$ cat src/rtl/sum_accumulator.sv
// ---------------------------------------------------------------------------
// sum_accumulator
//
// Collects COUNT unsigned sum samples from the upstream adder stage into one
// window total. When the window is complete, it presents the total, a
// truncated average and the sample count on a valid/ready output. It then
// holds that result until the downstream side takes it. Input is
// back-pressured (in_ready=0) while a result is pending, so no sample is
// lost.
//
// Parameters
//   DATA_W  width of each incoming sample
//   COUNT   samples per window (power of two, 2..64)
//   ACC_W   accumulator width, at least DATA_W + log2(COUNT)
//
// Ports
//   clk        rising-edge clock
//   rst        synchronous active-high reset; overrides every other input
//   in_data    sample from the upstream adder
//   in_valid   in_data is valid this cycle
//   in_ready   block accepts a sample this cycle
//   out_sum    window total (registered)
//   out_avg    out_sum >> log2(COUNT), truncated (combinational from out_sum)
//   out_cnt    number of samples contained in out_sum
//   out_valid  out_sum/out_avg/out_cnt are valid
//   out_ready  downstream consumes the result this cycle
//   flush      (only with SUM_ACC_FLUSH_EN) emit a partial window early
//
// Build option
//   SUM_ACC_FLUSH_EN  adds the flush input. When it is undefined, every
//                     window holds exactly COUNT samples.
// ---------------------------------------------------------------------------
module sum_accumulator #(
    parameter int DATA_W = 8,
    parameter int COUNT  = 4,
    parameter int ACC_W  = DATA_W + $clog2(COUNT)
) (
    input  logic                     clk,
    input  logic                     rst,
    input  logic [DATA_W-1:0]        in_data,
    input  logic                     in_valid,
    output logic                     in_ready,
    output logic [ACC_W-1:0]         out_sum,
    output logic [DATA_W-1:0]        out_avg,
    output logic [$clog2(COUNT):0]   out_cnt,
    output logic                     out_valid,
    input  logic                     out_ready
`ifdef SUM_ACC_FLUSH_EN
    ,
    input  logic                     flush
`endif
);

    localparam int LOG2  = $clog2(COUNT);
    localparam int CNT_W = LOG2 + 1;
    localparam logic [CNT_W-1:0] CNT_LAST = CNT_W'(COUNT - 1);

    // Reject parameter sets for which the width guarantee cannot hold.
    if (COUNT < 2 || COUNT > 64 || (COUNT & (COUNT - 1)) != 0) begin : g_bad_count
        $error("sum_accumulator: COUNT must be a power of two in 2..64");
    end
    if (ACC_W < DATA_W + LOG2) begin : g_bad_acc_w
        $error("sum_accumulator: ACC_W must be at least DATA_W + log2(COUNT)");
    end

    typedef enum logic {
        ACCUM = 1'b0,
        HOLD  = 1'b1
    } state_t;

    // Samples are zero-extended before they are added. COUNT * (2^DATA_W - 1)
    // always fits in ACC_W, so the accumulator cannot wrap.
    function automatic logic [ACC_W-1:0] zext(input logic [DATA_W-1:0] d);
        return {{(ACC_W - DATA_W){1'b0}}, d};
    endfunction

    // The average uses a fixed shift even for a flushed partial window.
    function automatic logic [DATA_W-1:0] avg_trunc(input logic [ACC_W-1:0] s);
        return DATA_W'(s >> LOG2);
    endfunction

    state_t             state_p0;
    logic               rdy_p0;
    logic [ACC_W-1:0]   acc_p0;
    logic [CNT_W-1:0]   cnt_p0;

    logic [ACC_W-1:0]   sum_p1;
    logic [CNT_W-1:0]   cnt_p1;
    logic               vld_p1;

    logic               take;
    logic               window_full;
    logic               flush_take;
    logic [ACC_W-1:0]   acc_next;
    logic [CNT_W-1:0]   cnt_next;

    // ---- stage p0: accept / accumulate ------------------------------------
    always_comb begin
        take        = in_valid && (state_p0 == ACCUM) && !rst;
        acc_next    = acc_p0 + (take ? zext(in_data) : '0);
        cnt_next    = cnt_p0 + {{(CNT_W - 1){1'b0}}, take};
        window_full = take && (cnt_p0 == CNT_LAST);
        flush_take  = 1'b0;
`ifdef SUM_ACC_FLUSH_EN
        // An empty window is never flushed. A sample accepted on the same
        // cycle as the flush is included in the result.
        flush_take  = flush && (state_p0 == ACCUM) && ((cnt_p0 != '0) || take);
`endif
    end

    // ---- stage p1: result register and handshake FSM ----------------------
    always_ff @(posedge clk) begin
        if (rst) begin
            state_p0 <= ACCUM;
            rdy_p0   <= 1'b1;
            vld_p1   <= 1'b0;
            acc_p0   <= '0;
            cnt_p0   <= '0;
            sum_p1   <= '0;
            cnt_p1   <= '0;
        end else begin
            case (state_p0)
                ACCUM: begin
                    acc_p0 <= acc_next;
                    cnt_p0 <= cnt_next;
                    if (window_full || flush_take) begin
                        sum_p1   <= acc_next;
                        cnt_p1   <= cnt_next;
                        vld_p1   <= 1'b1;
                        rdy_p0   <= 1'b0;
                        state_p0 <= HOLD;
                    end
                end
                HOLD: begin
                    // Result stays frozen until it is consumed.
                    if (out_ready) begin
                        acc_p0   <= '0;
                        cnt_p0   <= '0;
                        vld_p1   <= 1'b0;
                        rdy_p0   <= 1'b1;
                        state_p0 <= ACCUM;
                    end
                end
                default: begin
                    state_p0 <= ACCUM;
                    rdy_p0   <= 1'b1;
                    vld_p1   <= 1'b0;
                end
            endcase
        end
    end

    // in_ready is high while reset is held. Nothing is accumulated then,
    // because take is gated by rst.
    assign in_ready  = rdy_p0 | rst;
    assign out_valid = vld_p1;
    assign out_sum   = sum_p1;
    assign out_cnt   = cnt_p1;
    assign out_avg   = avg_trunc(sum_p1);

endmodule

$ cat config.mk
export PLATFORM = sky130hd
export DESIGN_NAME = sum_accumulator
export DESIGN_NICKNAME = d
export VERILOG_FILES = /design/src/rtl/sum_accumulator.sv
export SDC_FILE = /design/constraint.sdc
export NUM_CORES = 1
export LEC_CHECK = 0
export CELL_PAD_IN_SITES_DETAIL_PLACEMENT = 1
export CELL_PAD_IN_SITES_GLOBAL_PLACEMENT = 1
export CORE_UTILIZATION = 38
export CTS_CLUSTER_SIZE = 10
export DETAILED_ROUTE_END_ITERATION = 16
export GPL_ROUTABILITY_DRIVEN = 0
export GPL_TIMING_DRIVEN = 0
export PLACE_DENSITY_LB_ADDON = 0.1
export SYNTH_ARGS = -nofsm -noshare
export SYNTH_HDL_FRONTEND = slang
export SYNTH_SLANG_ARGS = --single-unit
$ cat constraint.sdc
create_clock -name clk -period 3.7 [get_ports clk]
set_clock_uncertainty 0.1 [all_clocks]
set_input_delay 0.555 -clock clk [delete_from_list [all_inputs] [get_ports clk]]
set_output_delay 0.555 -clock clk [all_outputs]
set_load 0.02 [all_outputs]
# Word level (Yosys, flattened, before mapping)
# Index checks and enable logic that the tools add are counted.
op_classes:
  bitwise_logic: 2
  muxes: 14
  n_eq_ne: 3
  reduce_logical: 6
  addsub: 2
ops:
  columns: ["op", "n"]
  rows:
  - ["$pmux 10 s2", 1]
  - ["$add 10x8->10", 1]
  - ["$mux 10", 1]
  - ["$mux 8", 1]
  - ["$mux 1", 6]
  - ["$pmux 1 s2", 3]
  - ["$pmux 3 s2", 1]
  - ["$ne 2x2->1 const B", 2]
  - ["$reduce_and 2->1", 2]
  - ["$add 3x1->3", 1]
  - ["$eq 3x2->1 const B", 1]
  - ["$logic_and 1x1->1", 3]
  - ["$mux 3", 1]
  - ["$logic_not 1->1", 1]
  - ["$not 1->1", 1]
  - ["$or 1x1->1", 1]
word_totals:
  regBits: 29
  output_inout_bits: 23

# Logic depth before layout (Yosys ltp)
depth:
  word_depth: 6
  mapped_depth: 11
  depth_no_buf: 10

# Worst setup path before layout
# No wires, ideal clock.
synth_timing:
  kind: "input to register"
  from: "input port rst"
  to: "register acc_p0[8]"
  setup_slack_ns: 0.813
  t_arrival_ns: 2.712
  setup_time_ns: 0.074
  stages: 11
  path_cell_list: "nor3b_1 -> buf_4 -> and2_1 -> ha_1 -> inv_1 -> fa_1 -> nand2b_1 -> a21oi_2 -> a41oi_2 -> or3_2 -> a31oi_1"
synth_between:
  elab_chain_len: 5
synth_lines:
  columns: ["item", "line_no", "source"]
  rows:
  - ["start: declaration", "39", "input logic rst,"]
  - ["$logic_not 1->1", "99", "take = in_valid && (state_p0 == ACCUM) && !rst;"]
  - ["$logic_and 1x1->1", "99", null]
  - ["$mux 8", "100", "acc_next = acc_p0 + (take ? zext(in_data) : '0);"]
  - ["$add 10x8->10", "100", null]
  - ["$pmux 10 s2", "122", "case (state_p0)"]
  - ["end signal: assignment", "124", "acc_p0 <= acc_next;"]
  - ["end: declaration", "84", "logic [ACC_W-1:0] acc_p0;"]
# Several ways; a longest one is shown, not always the timed one.
# A chain may end at the register's enable or synchronous reset.

# Worst setup path after layout
# Ends and elaborated chain as after synthesis.

==> reports/metrics.yaml <==
logic_synthesis:
  synth-seq-area-share: 0.3507
  yosys_register_bits: 29
  ys.warnings.count: 0
  synth_area_leaders: "dfxtp_1, ha_1, a21oi_1, nand2_1, buf_4"
  synth_area_sq_um: 1655
  async_flop_share: 0
  syn-num-nets: 211
  synth_edf_count: 0
  yosys.cell_types.count: 47
  netlist.area_leader.share: 0.3507
  synthCells: 188
  syn_avg_cell_area_sq_um: 8.805
  synth_top_area_cell: "dfxtp_1"
  ys.flop_type: "dfxtp_1"
worst_setup_path:
  worst_setup_path_end_kind: "flop"
  path_delay_family: "simple AND/OR/NAND/NOR gates"
  worstPathRequired_ns: 3.81
  path_cells: "clkdlybuf4s50_1 -> nor3b_2 -> buf_4 -> and2_1 -> ha_1 -> inv_1 -> fa_1 -> nand2b_1 -> a21oi_2 -> a41oi_2 -> or3_2 -> a31oi_1"
  cpPeakStageDelay_ns: 0.57
  path_buf_inv: 3
  crit_type: "input port to flop"
  crit_fanout: 10
  cp-start-kind: "input port"
  crit_arrival_ns: 3.58
  slowest_stage: "clkdlybuf4s50_1"
global_routing:
  grt_pass1_vias: 1487
  grt_util_all_layers: 0.2250
  antenna_found_initial: 0
  grt_pass1_wl_mm: 7.383
  grt_max_degree: 11
  grt-ovfl-total: 0
detailed_routing:
  drtIter0Drc: 61
  firstDrtPassIters: 4
  ant_nets: 0
  drc: 0
  wirelength_mm: 4.510
  vias_per_cell: 5.505
  wire_per_inst_um: 16.16
  vias: 1536
finish:
  drive_above_1_share: 0.1354
  final_cell_mix: "clkdlybuf4s50_1, dfxtp_1, nand2_1, a21oi_1, nor2_1"
  fillCellCount: 491
  antenna_cells: 0
  layout.nets: 251
  layout_commonest_cell: "clkdlybuf4s50_1"
  syn_to_final_growth_pct: 30.16
floorplanning:
  rows: 23
  initial_utilization: 0.4051
  die_w_um: 68
  io_pins: 35
  die_h_um: 68
  core-area_sq_um: 4086
  die-area_sq_um: 4624
place:
  dp_hpwl_mm: 3.342
  port_buffers: 33
clock_network:
  cts_tree: "yes"
  clk_latency_ns: 0.29
  htreeDepth: 2
  clk_pin_slew_worst_paths_ns: 0.07
  cts_buffer_depth: 2
  clock-root-buffer: "clkbuf_8"
  cts_buffers: 5
  cts_sinks: 29
hold_path:
  hold_class: "flop to flop"
timing:
  clock.fmax_mhz: 288.3
  slew_headroom: 0.6021
  period_share: 0.9376
  tns_ns: 0
  period_minus_slack_ns: 3.469
  holdWs_ns: 0.3694
  drv_slew: 0
  rsz0062_at_grt: "false"
  hold_viol: 0
  worst_pin_slew_ns: 0.5968
  finalSetupViolations: 0
power_and_ir_drop:
  ir_worst_vdd_mv: 0.1780
  power_density_nw_per_um2: 329.4
  total_leakage_power_nw: 0.8605
job:
  maxCapViolCount: 0
status:
  outcome: "complete, no violations"
## Yosys cell counts (4+ instances only)
master    instances
nand2_1          21
and2_1            7
inv_1             5
dfxtp_1          29
xor2_1            4
nor2_1           14
buf_4             9
a21oi_1          16
xnor2_1           4
clkbuf_1          6
ha_1             10
nand2b_1          6
nand3b_1          9
## worst min-delay path: cells and delay by family, from the launching register on
| family | cells | cell delay [ns] |
|---|---|---|
| compound gates | 1 | 0.06 |
| simple gates | 1 | 0.05 |
| flops | 1 | 0.31 |
## layout make-up
cell class,count,area (sq um),share of cell area
multi-input cells,136,949.7,0.4408
flip-flops and latches,29,580.6,0.2695
repair buffers,33,330.3,0.1533
plain buffers,18,111.4,0.05168
clock buffers,7,96.34,0.04472
well taps,50,62.56,0.02904
inverters,5,18.77,0.008711
clock inverters,1,5.005,0.002323
## power breakdown
part	leakage (nW)	internal, mW	switching (mW)
Clock	0.0542	0.168	0.126
Combinational	0.571	0.0407	0.0475
Sequential	0.235	0.321	0.00664
## logic make-up (layout without fill, tap and decap cells)
group / after synthesis / in the layout / synth area share
buffers and inverters: 23 / 64 / 0.07861
XOR/XNOR: 8 / 8 / 0.04232
flip-flops: 29 / 29 / 0.3507
adder cells (fa/ha/maj): 11 / 11 / 0.08768
AND/OR/NAND/NOR: 74 / 74 / 0.2547
AO/OA/AOI/OAI: 43 / 43 / 0.1859
## registers in the layout, summed over array words and instances, names as in the netlist
name,flops
out_cnt,3
state_p0,1
out_sum,10
rdy_p0,1
out_valid,1
cnt_p0,3
acc_p0,10
## layer usage
metal	vias up	track usage	part of all wire
met2	33	0.3836	0.51
met1	759	0.2725	0.45
li1	742	-	-
met3	2	0.06000	0.035
met4	0	0.07031	0.0055
met5	-	0	0
## final timing paths
path	endpoint	slack [ns]	depth (start not counted)	startpoint
max	acc_p0[8]	0.23	12	rst
min	out_sum[0]	0.37	2	out_sum[0]
max reg2reg	acc_p0[8]	0.73	11	state_p0
min reg2reg	out_sum[0]	0.37	2	out_sum[0]
## stage by stage
stage / std cells / cell area [sq um] / setup WS, ns / total power [mW] / util
finish: 279 / 2155 / 0.2308 / 0.7098 / 0.5273
global route: 279 / 2155 / 0.06037 / 0.7389 / 0.5273
CTS: 279 / 2150 / 0.1436 / 0.7171 / 0.5260
detailed placement: 271 / 2048 / -0.1476 / 0.4213 / 0.5012
global placement: 271 / 2048 / -0.1090 / 0.4166 / 0.5012
floorplan: 188 / 1655 / 0.8132 / 0.3906 / -
## what timing repair did
| item | CTS | global route |
|---|---|---|
| gates resized for setup | 0 | 1 |
| hold buffers | 0 | 0 |
| setup endpoints to repair | 0 | 1 |
| setup buffers | 0 | 0 |
(Power assumes the default switching activity.)
==> RTL edit, RTL diff (same settings) <==
Set the parameter `COUNT` to 2 (it was 4).
--- a/src/rtl/sum_accumulator.sv
+++ b/src/rtl/sum_accumulator.sv
@@ -33,5 +33,5 @@
 module sum_accumulator #(
     parameter int DATA_W = 8,
-    parameter int COUNT  = 4,
+    parameter int COUNT  = 2,
     parameter int ACC_W  = DATA_W + $clog2(COUNT)
 ) (
Interface: changed (resized out_cnt and out_sum); port bits go from 35 to 33. The function was not compared with the original's and may differ.
==> RTL edit against the original RTL <==
Total power is 14% lower. Area after synthesis is 8.5% lower. Setup slack better by 0.48 ns. Final area is 10% lower. Routed wire length is 13% lower. Sequential cell count is 4 lower. Clock power is 42% lower. Highest routed layer unchanged.
==> RTL edit: results (changes against the original RTL) <==
Clocking
  – Clock Sinks: 25 (-14%)
  – Setup bufs post-CTS: 0 (unchanged)
  – Post_cts resized: 0 (unchanged)
  – CTS root buffer: clkbuf_8
  – Htree depth: 1 (-1)
  – Clk buf depth: 2 (unchanged)
  – Clk_lat worst skew: 0.27 ns (-0.02 ns)
  – TritonCTS Buffers: 3 (-2)
  – Worst-path clk slew: 0.10 ns (+0.03 ns)

GRT
  – Met2 usage: 38.0% (-0.34 points)
  – Antenna violations before repair: 0 (unchanged)
  – GRT Util Overall: 20.6% (-1.8 points)
  – Vias in the first global route: 1464 (-1.5%)
  – Largest net degree at the start of global routing: 16 (+5)
  – Met1 layer usage reported by global route: 25.9% (-1.3 points)
  – First-pass GRT wire length: 6.77 mm (-8.3%)
  – Met3 usage: 2.43% (-3.6 points)

Synth
  – Register area share after synthesis: 33.1% (-2.0 points)
  – Ys async rst share: 0% (unchanged)
  – Synth top cells by count: dfxtp_1 (25), a21oi_1 (13), nand2_1 (12), nor2_1 (12)
  – Area contributors post-synth: dfxtp_1 (33%), ha_1 (7.4%), buf_4 (4.5%), a21oi_1 (4.3%), nand3b_1 (4.0%)
  – Distinct cells, synth: 48 (+2.1%)
  – Mapped Nets: 190 (-10%)
  – Synth warn: 0 (unchanged)

Power
  – Worst-case vdd ir drop: 0.000150 V (-16%)
  – Leak: 0.785 nW (-8.8%)

Placed design
  – Buffers added on ports: 31 (-6.1%)
  – Placed wire-length estimate: 3.01 mm (-10%)

Worst setup path
  – CP arrival: 3.11 ns (-0.47 ns)
  – Worst R2R Setup Slack: 1.00 ns (+0.27 ns)
  – Worst reg2reg path startpoint: state_p0
  – Crit-path max FO: 10 (unchanged)
  – Reg2Reg Depth: 9 (-2)
  – RR Endpoint: out_sum[8]

Hold path
  – Hold Crit Class: reg2reg
  – Origin of the worst min-delay path: out_cnt[1]
  – Hold path depth: 2 (unchanged)
  – Hold EP: out_cnt[1]

Drt
  – Vias per Instance: 5.32 (-3.3%)
  – Drt initial violations: 53 (-13%)
  – Drt wl/cell: 15.7 um (-2.7%)
  – DRT Pass-1 Iters: 4 (unchanged)

Outcome
  – Status: finished, final reports clean

Final layout
  – Final Net Count: 226 (-10%)
  – Fillers: 452 (-7.9%)
  – Layout cells sized above 1: 14.8% (+1.2 points)
  – Antenna cells: 0 (unchanged)

STA
  – WHS: 0.365 ns (-0.00454 ns)
  – Slew margin rel.: 66.9% (+6.7 points)
RTL edit: logic make-up after synthesis:
logic type                 synth area share [%]
buffers and inverters                      8.84
AOI/OAI and AO/OA                          24.4
adders and majority gates                  8.76
and+or+nand+nor                            23.2
DFF                                        33.1
xor gates and xnor gates                   1.74
RTL edit: cell type report:
cell class	count	area, um2	area share [%]
plain buffers	17	115	5.95
multi-input cells	121	880	45.5
repair buffers	31	310	16.1
inverters	5	18.8	0.971
well taps	48	60.1	3.11
clock inverters	1	7.51	0.388
flip-flops and latches	25	500	25.9
clock buffers	3	41.3	2.14
RTL edit: power breakdown:
group | internal [mW] | total [mW] | switching [mW]
clock network | 0.0763 | 0.170 | 0.0936
registers | 0.284 | 0.296 | 0.0114
logic | 0.0688 | 0.148 | 0.0793
total | 0.429 | 0.614 | 0.184
RTL edit: worst max-delay path by stage:
| stage | depth (start not counted) | end | from | slack, ns |
|---|---|---|---|---|
| after CTS | 10 | out_sum[8] | in_valid | 0.71 |
| after detailed placement | 10 | out_sum[8] | in_valid | 0.43 |
| final | 10 | out_sum[8] | in_valid | 0.71 |
| after floorplan | 10 | out_sum[8] | rst | 0.96 |
| after global routing | 10 | out_sum[8] | in_valid | 0.62 |
| after global placement | 10 | out_sum[8] | in_valid | 0.45 |
RTL edit: critical path, cell delays in order:
cell	delay, ns
clkdlybuf4s50_1	0.40
nor3b_2	0.16
buf_4	0.18
and2_1	0.17
ha_1	0.23
fa_1	0.45
a211oi_2	0.27
o211ai_2	0.17
a2111o_1	0.43
nand3_1	0.08
RTL edit: per-layer routing:
metal  share of wire [%]  vias to the layer above
met1                  45                      647
met5                   0                        -
li1                    -                      663
met3                 2.9                        2
met4                0.20                        0
met2                  52                       24
RTL edit: per-stage QoR:
stage                     setup slack (ns)  area (um2)  std cells
after floorplan                      0.959        1510        168
after global placement               0.449        1880        247
after detailed placement             0.428        1880        247
after CTS                            0.710        1930        251
after global routing                 0.619        1930        251
final                                0.714        1930        251
